[src/rtl/if_fetch_unit.sv]
// Instruction fetch engine: one outstanding imem read per PC, small instruction
// queue toward decode, and flush handling that discards queued and in-flight fetches.
module if_fetch_unit #(
    parameter int XLEN  = 64,
    parameter int DEPTH = 2
) (
    input  logic            clk,
    input  logic            rst,
    input  logic [XLEN-1:0] pc_i,
    output logic            pc_stall_o,
    input  logic            flush_i,
    output logic            imem_req_valid_o,
    input  logic            imem_req_ready_i,
    output logic [XLEN-1:0] imem_req_addr_o,
    input  logic            imem_rsp_valid_i,
    input  logic [31:0]     imem_rsp_data_i,
    input  logic            imem_rsp_err_i,
    output logic            if_valid_o,
    input  logic            if_ready_i,
    output logic [XLEN-1:0] if_pc_o,
    output logic [31:0]     if_instr_o,
    output logic            if_fault_o
);
    localparam int PW = $clog2(DEPTH);
    localparam int CW = PW + 1;

    typedef enum logic [1:0] {
        ST_START = 2'd0,
        ST_IDLE  = 2'd1,
        ST_WAIT  = 2'd2,
        ST_DROP  = 2'd3
    } state_e;

    state_e          state_q, state_d;
    logic [XLEN-1:0] pend_pc_q, pend_pc_d;
    logic [CW-1:0]   count_q, count_d;
    logic [PW-1:0]   wr_ptr_q, wr_ptr_d;
    logic [PW-1:0]   rd_ptr_q, rd_ptr_d;

    logic [XLEN-1:0] q_pc_q    [DEPTH];
    logic [31:0]     q_instr_q [DEPTH];
    logic            q_fault_q [DEPTH];

    logic            push_s;
    logic            pop_s;
    logic            clear_s;
    logic            full_s;
    logic [XLEN-1:0] push_pc_s;
    logic [31:0]     push_instr_s;
    logic            push_fault_s;
    logic            req_valid_s;
    logic            stall_s;

    assign full_s           = (count_q == CW'(DEPTH));
    assign pop_s            = (count_q != {CW{1'b0}}) && if_ready_i;
    assign imem_req_valid_o = req_valid_s;
    assign imem_req_addr_o  = pc_i;
    assign pc_stall_o       = stall_s;
    assign if_valid_o       = (count_q != {CW{1'b0}});
    assign if_pc_o          = q_pc_q[rd_ptr_q];
    assign if_instr_o       = q_instr_q[rd_ptr_q];
    assign if_fault_o       = q_fault_q[rd_ptr_q];

    // Fetch FSM next state, request/stall outputs and queue push selection.
    always_comb begin
        state_d      = state_q;
        pend_pc_d    = pend_pc_q;
        req_valid_s  = 1'b0;
        stall_s      = 1'b0;
        push_s       = 1'b0;
        push_pc_s    = pc_i;
        push_instr_s = 32'h0000_0000;
        push_fault_s = 1'b0;
        clear_s      = 1'b0;
        case (state_q)
            ST_START: begin
                state_d = ST_IDLE;
            end
            ST_IDLE: begin
                if (flush_i) begin
                    clear_s = 1'b1;
                end else if (full_s) begin
                    stall_s = 1'b1;
                end else if (pc_i[1:0] != 2'b00) begin
                    // Misaligned PC never reaches memory; it becomes a faulting entry.
                    push_s       = 1'b1;
                    push_fault_s = 1'b1;
                end else begin
                    req_valid_s = 1'b1;
                    stall_s     = !imem_req_ready_i;
                    if (imem_req_ready_i) begin
                        pend_pc_d = pc_i;
                        state_d   = ST_WAIT;
                    end else begin
                        state_d   = ST_IDLE;
                    end
                end
            end
            ST_WAIT: begin
                if (flush_i) begin
                    clear_s = 1'b1;
                    state_d = imem_rsp_valid_i ? ST_IDLE : ST_DROP;
                end else begin
                    stall_s = 1'b1;
                    if (imem_rsp_valid_i) begin
                        push_s       = 1'b1;
                        push_pc_s    = pend_pc_q;
                        push_instr_s = imem_rsp_err_i ? 32'h0000_0000 : imem_rsp_data_i;
                        push_fault_s = imem_rsp_err_i;
                        state_d      = ST_IDLE;
                    end else begin
                        state_d      = ST_WAIT;
                    end
                end
            end
            ST_DROP: begin
                if (flush_i) begin
                    clear_s = 1'b1;
                end else begin
                    stall_s = 1'b1;
                    state_d = imem_rsp_valid_i ? ST_IDLE : ST_DROP;
                end
            end
            default: begin
                state_d = ST_START;
            end
        endcase
    end

    // Queue pointer and occupancy update; flush wins over push/pop.
    always_comb begin
        wr_ptr_d = wr_ptr_q;
        rd_ptr_d = rd_ptr_q;
        count_d  = count_q;
        if (clear_s) begin
            wr_ptr_d = {PW{1'b0}};
            rd_ptr_d = {PW{1'b0}};
            count_d  = {CW{1'b0}};
        end else begin
            wr_ptr_d = push_s ? wr_ptr_q + PW'(1) : wr_ptr_q;
            rd_ptr_d = pop_s  ? rd_ptr_q + PW'(1) : rd_ptr_q;
            if (push_s && !pop_s) begin
                count_d = count_q + CW'(1);
            end else if (pop_s && !push_s) begin
                count_d = count_q - CW'(1);
            end else begin
                count_d = count_q;
            end
        end
    end

    // State, pending PC and queue control registers.
    always_ff @(posedge clk) begin
        if (rst) begin
            state_q   <= ST_START;
            pend_pc_q <= {XLEN{1'b0}};
            count_q   <= {CW{1'b0}};
            wr_ptr_q  <= {PW{1'b0}};
            rd_ptr_q  <= {PW{1'b0}};
        end else begin
            state_q   <= state_d;
            pend_pc_q <= pend_pc_d;
            count_q   <= count_d;
            wr_ptr_q  <= wr_ptr_d;
            rd_ptr_q  <= rd_ptr_d;
        end
    end

    // Queue storage; cleared on reset so the head outputs start at zero.
    always_ff @(posedge clk) begin
        if (rst) begin
            for (int i = 0; i < DEPTH; i++) begin
                q_pc_q[i]    <= {XLEN{1'b0}};
                q_instr_q[i] <= 32'h0000_0000;
                q_fault_q[i] <= 1'b0;
            end
        end else if (push_s) begin
            q_pc_q[wr_ptr_q]    <= push_pc_s;
            q_instr_q[wr_ptr_q] <= push_instr_s;
            q_fault_q[wr_ptr_q] <= push_fault_s;
        end
    end
endmodule

[config.mk]
export PLATFORM = sky130hd
export DESIGN_NAME = if_fetch_unit
export DESIGN_NICKNAME = d
export VERILOG_FILES = /design/src/rtl/if_fetch_unit.sv
export SDC_FILE = /design/constraint.sdc
export NUM_CORES = 1
export LEC_CHECK = 0
export CORE_MARGIN = 5
export CORE_UTILIZATION = 39
export CTS_CLUSTER_DIAMETER = 50
export DETAILED_ROUTE_END_ITERATION = 6
export PLACE_DENSITY = 0.73
export SYNTH_ARGS = -nofsm -noshare
export SYNTH_HDL_FRONTEND = slang
export SYNTH_SLANG_ARGS = --single-unit
export TNS_END_PERCENT = 20
[constraint.sdc]
create_clock -name clk -period 3.55 [get_ports clk]
set_clock_uncertainty 0.2 [all_clocks]
set_input_delay 0.5325 -clock clk [delete_from_list [all_inputs] [get_ports clk]]
set_output_delay 0.5325 -clock clk [all_outputs]
set_load 0.05 [all_outputs]
# Yosys cells after proc, flatten, opt, wreduce, memory -nomap -nowiden
# Memory sizes are Yosys's and may differ from the RTL's. A register that Yosys moved wholly into a read port is not among the register bits.
# Index checks and enable logic that the tools add are counted.
[classes]
addsub = 4
multipliers = 0
n_div = 0
magnitude_cmp = 0
n_eq_ne = 8
shifts = 0
mux = 58
bitwise = 3
reduce_logical = 18
[ops]
columns = ["op", "n"]
rows = [
  ["two-way mux 64 bit", 4],
  ["two-way mux 32 bit", 5],
  ["OR reduction 64 bit", 1],
  ["two-way mux 1 bit", 35],
  ["OR reduction 32 bit", 1],
  ["two-way mux 2 bit", 10],
  ["!= test 2 bit, second input constant", 4],
  ["one-hot mux 2 bit (4 select lines)", 1],
  ["equality test 2 bit, second input constant", 3],
  ["one-hot mux 1 bit (2 select lines)", 3],
  ["nonzero test 2 bit", 3],
  ["AND reduction 5 bit", 1],
  ["AND reduction 4 bit", 1],
  ["OR reduction 2 bit", 2],
  ["logical AND 1 bit", 3],
  ["logical NOT 1 bit", 3],
  ["inverter 1 bit", 3],
  ["OR reduction 3 bit", 1],
  ["adder 1 bit, second input constant", 2],
  ["adder 2 x 1 -> 2 bit, second input constant", 1],
  ["equality test 2 x 1 -> 1 bit, second input constant", 1],
  ["logical NOT 2 bit", 1],
  ["subtractor 2 x 1 -> 2 bit, second input constant", 1],
  ["OR reduction 1 bit", 1],
]
[word_totals]
register_bits = 70
latch_bits = 0
ramBits = 194
rom_bits = 0
output_inout_bits = 164
memories = 3
[memory_table]
columns = ["memory", "words", "word_bits", "read_ports", "rd_ports_with_merged_regs", "write_ports", "line", "source"]
rows = [
  ["q_pc_q", 2, 64, 1, 1, 2, "40", "logic [XLEN-1:0] q_pc_q [DEPTH];"],
  ["q_instr_q", 2, 32, 1, 1, 2, "41", "logic [31:0] q_instr_q [DEPTH];"],
  ["q_fault_q", 2, 1, 1, 1, 2, "42", "logic q_fault_q [DEPTH];"],
]

# Depth between registers and ports, before layout
[logic_depth]
ltp_word = 10
ltp_mapped = 9
ltp_nobuf = 8

# Worst setup path before layout
# OpenSTA, ideal clock, no wires.
[synth_timing]
path_kind = "reg-to-reg"
start = "register state_q[0]"
end = "memory q_fault_q[0], enable pin"
arrival_ns = 3.170
t_required_ns = 2.896
slack_ns = -0.274
path_stages_with_launch = 6
n_path_buf = 0
synth_period_minus_slack_ns = 3.824
cell_sequence = "dfxtp_1 > inv_1 > ha_1 > nand3b_1 > o32ai_2 > a21o_1"
[synth_lines]
columns = ["element", "line", "source"]
rows = [
  ["start: declaration", "34", "state_e state_q, state_d;"],
  ["start signal: assignment", "161", "state_q <= state_d;"],
  ["end: declaration", "42", ""],
]

==> qor.yml <==
setup_viol: 0
path_cells: "buf_4, mux2_2, clkdlybuf4s50_1"
die_w_um: 189
drv_cap: 0
cts_sinks: 265
cp.required_ns: 2.82
postRouteAntennaNets: 0
setup-tns-final_ns: 0
path_max_fanout: 29
wl_um: 31300
final_util_pct: 51.0
dr.pass1.iters: 5
yosysSeqAreaShare_pct: 57.7
tightest_slew_ns: 0.978
post-synth-top-count-cell: "edfxtp_1"
async_reset_ff_share_pct: 0
synth_area_sq_um: 12600
cts_max_path_buffers: 3
ctsHoldBuffers: 0
hp-class: "input port to register"
netlist.area_leader.share_pct: 46.4
synth_ff_type: "edfxtp_1"
critPathSlowestCell: "clkdlybuf4s50_1"
root_buffer: "clkbuf_16"
rows: 65
cts_setup_buffers: 0
worst_path_largest_cell_delay_ns: 0.71
grt_pass1_wl_um: 48400
grt_max_degree: 74
outcome: "completed"
yosys_warnings: 0
max_freq_ghz: 0.297
start_util_pct: 39.7
ctsResizeCount: 0
p_leak_nw: 5.46
arrival_ns: 2.63
synth_top_area_cell: "edfxtp_1"
dieArea_sq_um: 35900
finish.instance_area_sq_um: 16100
synth_edf_count: 194
track_usage_pct: 16.8
slew_headroom_pct: 34.6
antenna_found_initial: 1
layout.nets: 1358
startpoint_type: "register"
hold_violations: 0
synth-seq-cells: 265
drtIter0Drc: 354
io_buffers: 266
wl_per_cell_um: 18.7
route.detailed.drc: 0
synth_area_leaders: "edfxtp_1, dfxtp_1, mux2_2"
path_class: "register to output pin"
synth_nets: 1176
dp_hpwl_um: 19800
drv_slew: 0
syn-mean-instance-area_sq_um: 11.8
yosys-top-cells-count: "edfxtp_1, nor2_1, nand2_1"
min_period_ns: 3.37
overflow: 0
core-area_sq_um: 31600
htreeDepth: 1
syn_to_final_growth_pct: 28.4
vias_per_cell: 5.02
clkLatencyLatePin_ns: 0.54
die_h_um: 189
vias: 8416
rsz0062_at_grt: "false"
powerDensity_nw_per_um2: 523
ir_drop_mv: 0.312
period_share_pct: 94.8
grt_pass1_vias: 8645
syn_inst: 1068
ys_types: 44
cts_tree: "yes"
diodes: 0
gp_congestion: 0.782
clkSlewWorstSetupHoldPaths_ns: 0.06
io_pins: 267
cp-end-kind: "output pin"
placed_area_sq_um: 15100
drive_above_1_share_pct: 19.2
cts_made_buffers: 31
==> critical path, delay by kind of cell (launching register included) <==
family | cells | cell delay, ns
mux | 1 | 0.38
flops | 1 | 0.64
buf+inv | 2 | 1.04
==> per-stage QoR <==
stage / power [W] / setup slack (ns) / hold slack [ns] / cells
after global routing: 0.00874 / 0.0816 / 0.203 / 1676
after floorplan: 0.00480 / 0.564 / 0.237 / 1068
after global placement: 0.00539 / 0.290 / 0.244 / 1619
final: 0.00843 / 0.185 / 0.198 / 1676
after detailed placement: 0.00540 / 0.250 / 0.259 / 1619
after CTS: 0.00853 / 0.122 / 0.166 / 1676
==> cell usage in the layout (no fill, tap or decap), types with 3 or more instances in the layout <==
master,count
nand2_1,127
buf_12,8
buf_4,13
and2_1,126
edfxtp_1,194
dfxtp_1,70
inv_1,3
bufinv_16,3
xor2_1,3
a22oi_1,3
clkbuf_16,31
clkinvlp_4,3
a21oi_1,68
a22oi_2,59
ha_1,5
clkinv_2,4
mux2_2,97
nor2_1,136
clkbuf_1,5
clkinv_1,6
clkdlybuf4s50_1,264
==> final cells by class <==
type / count / area, sq um
fill: 2736 / 15500
clock inverter: 19 / 186
clock buffer: 38 / 822
timing repair buffer: 286 / 2910
multi-input combinational: 661 / 4440
inverter: 5 / 18.8
sequential: 265 / 7250
tap: 402 / 503
==> final timing paths <==
| path | start | to | slack, ns | depth (start not counted) |
|---|---|---|---|---|
| max reg2reg | state_q[0] | q_pc_q[1][46] | 0.73 | 6 |
| max | register | if_instr_o[19] | 0.18 | 3 |
| min | rst | pend_pc_q[47] | 0.20 | 2 |
| min reg2reg | pend_pc_q[56] | pend_pc_q[56] | 0.27 | 2 |
==> where the power goes <==
group	internal [W]	switching, W
combinational	0.000658	0.00115
clock	0.00186	0.00124
sequential	0.00345	0.0000614
total	0.00597	0.00246
==> state kept, by name, indices dropped and copies added, names as in the netlist, named ones only <==
signal,count
q_fault_q,2
q_pc_q,128
wr_ptr_q,1
count_q,2
pend_pc_q,64
q_instr_q,64
state_q,2
rd_ptr_q,1
==> kinds of logic (layout without fill, tap and decap cells) <==
group | Yosys count | in the layout | share of synthesized area, %
adder cells (fa/ha/maj) | 5 | 5 | 0.498
AO/OA/AOI/OAI | 143 | 143 | 9.65
AND/OR/NAND/NOR | 412 | 412 | 15.9
flip-flops | 265 | 265 | 57.7
buffers and inverters | 142 | 348 | 7.24
multiplexers | 97 | 97 | 8.70
XOR/XNOR | 4 | 4 | 0.279
==> per-layer routing <==
layer  vias to the layer above  track usage (%)  part of all wire [%]
met5                         -                0                 0.064
met4                         2             2.92                   1.2
met3                        36             4.07                   7.3
met2                       261             28.1                    47
met1                      4099             22.7                    44
li1                       4018                -                     -
Note: power is estimated with default switching activity, not from simulation.
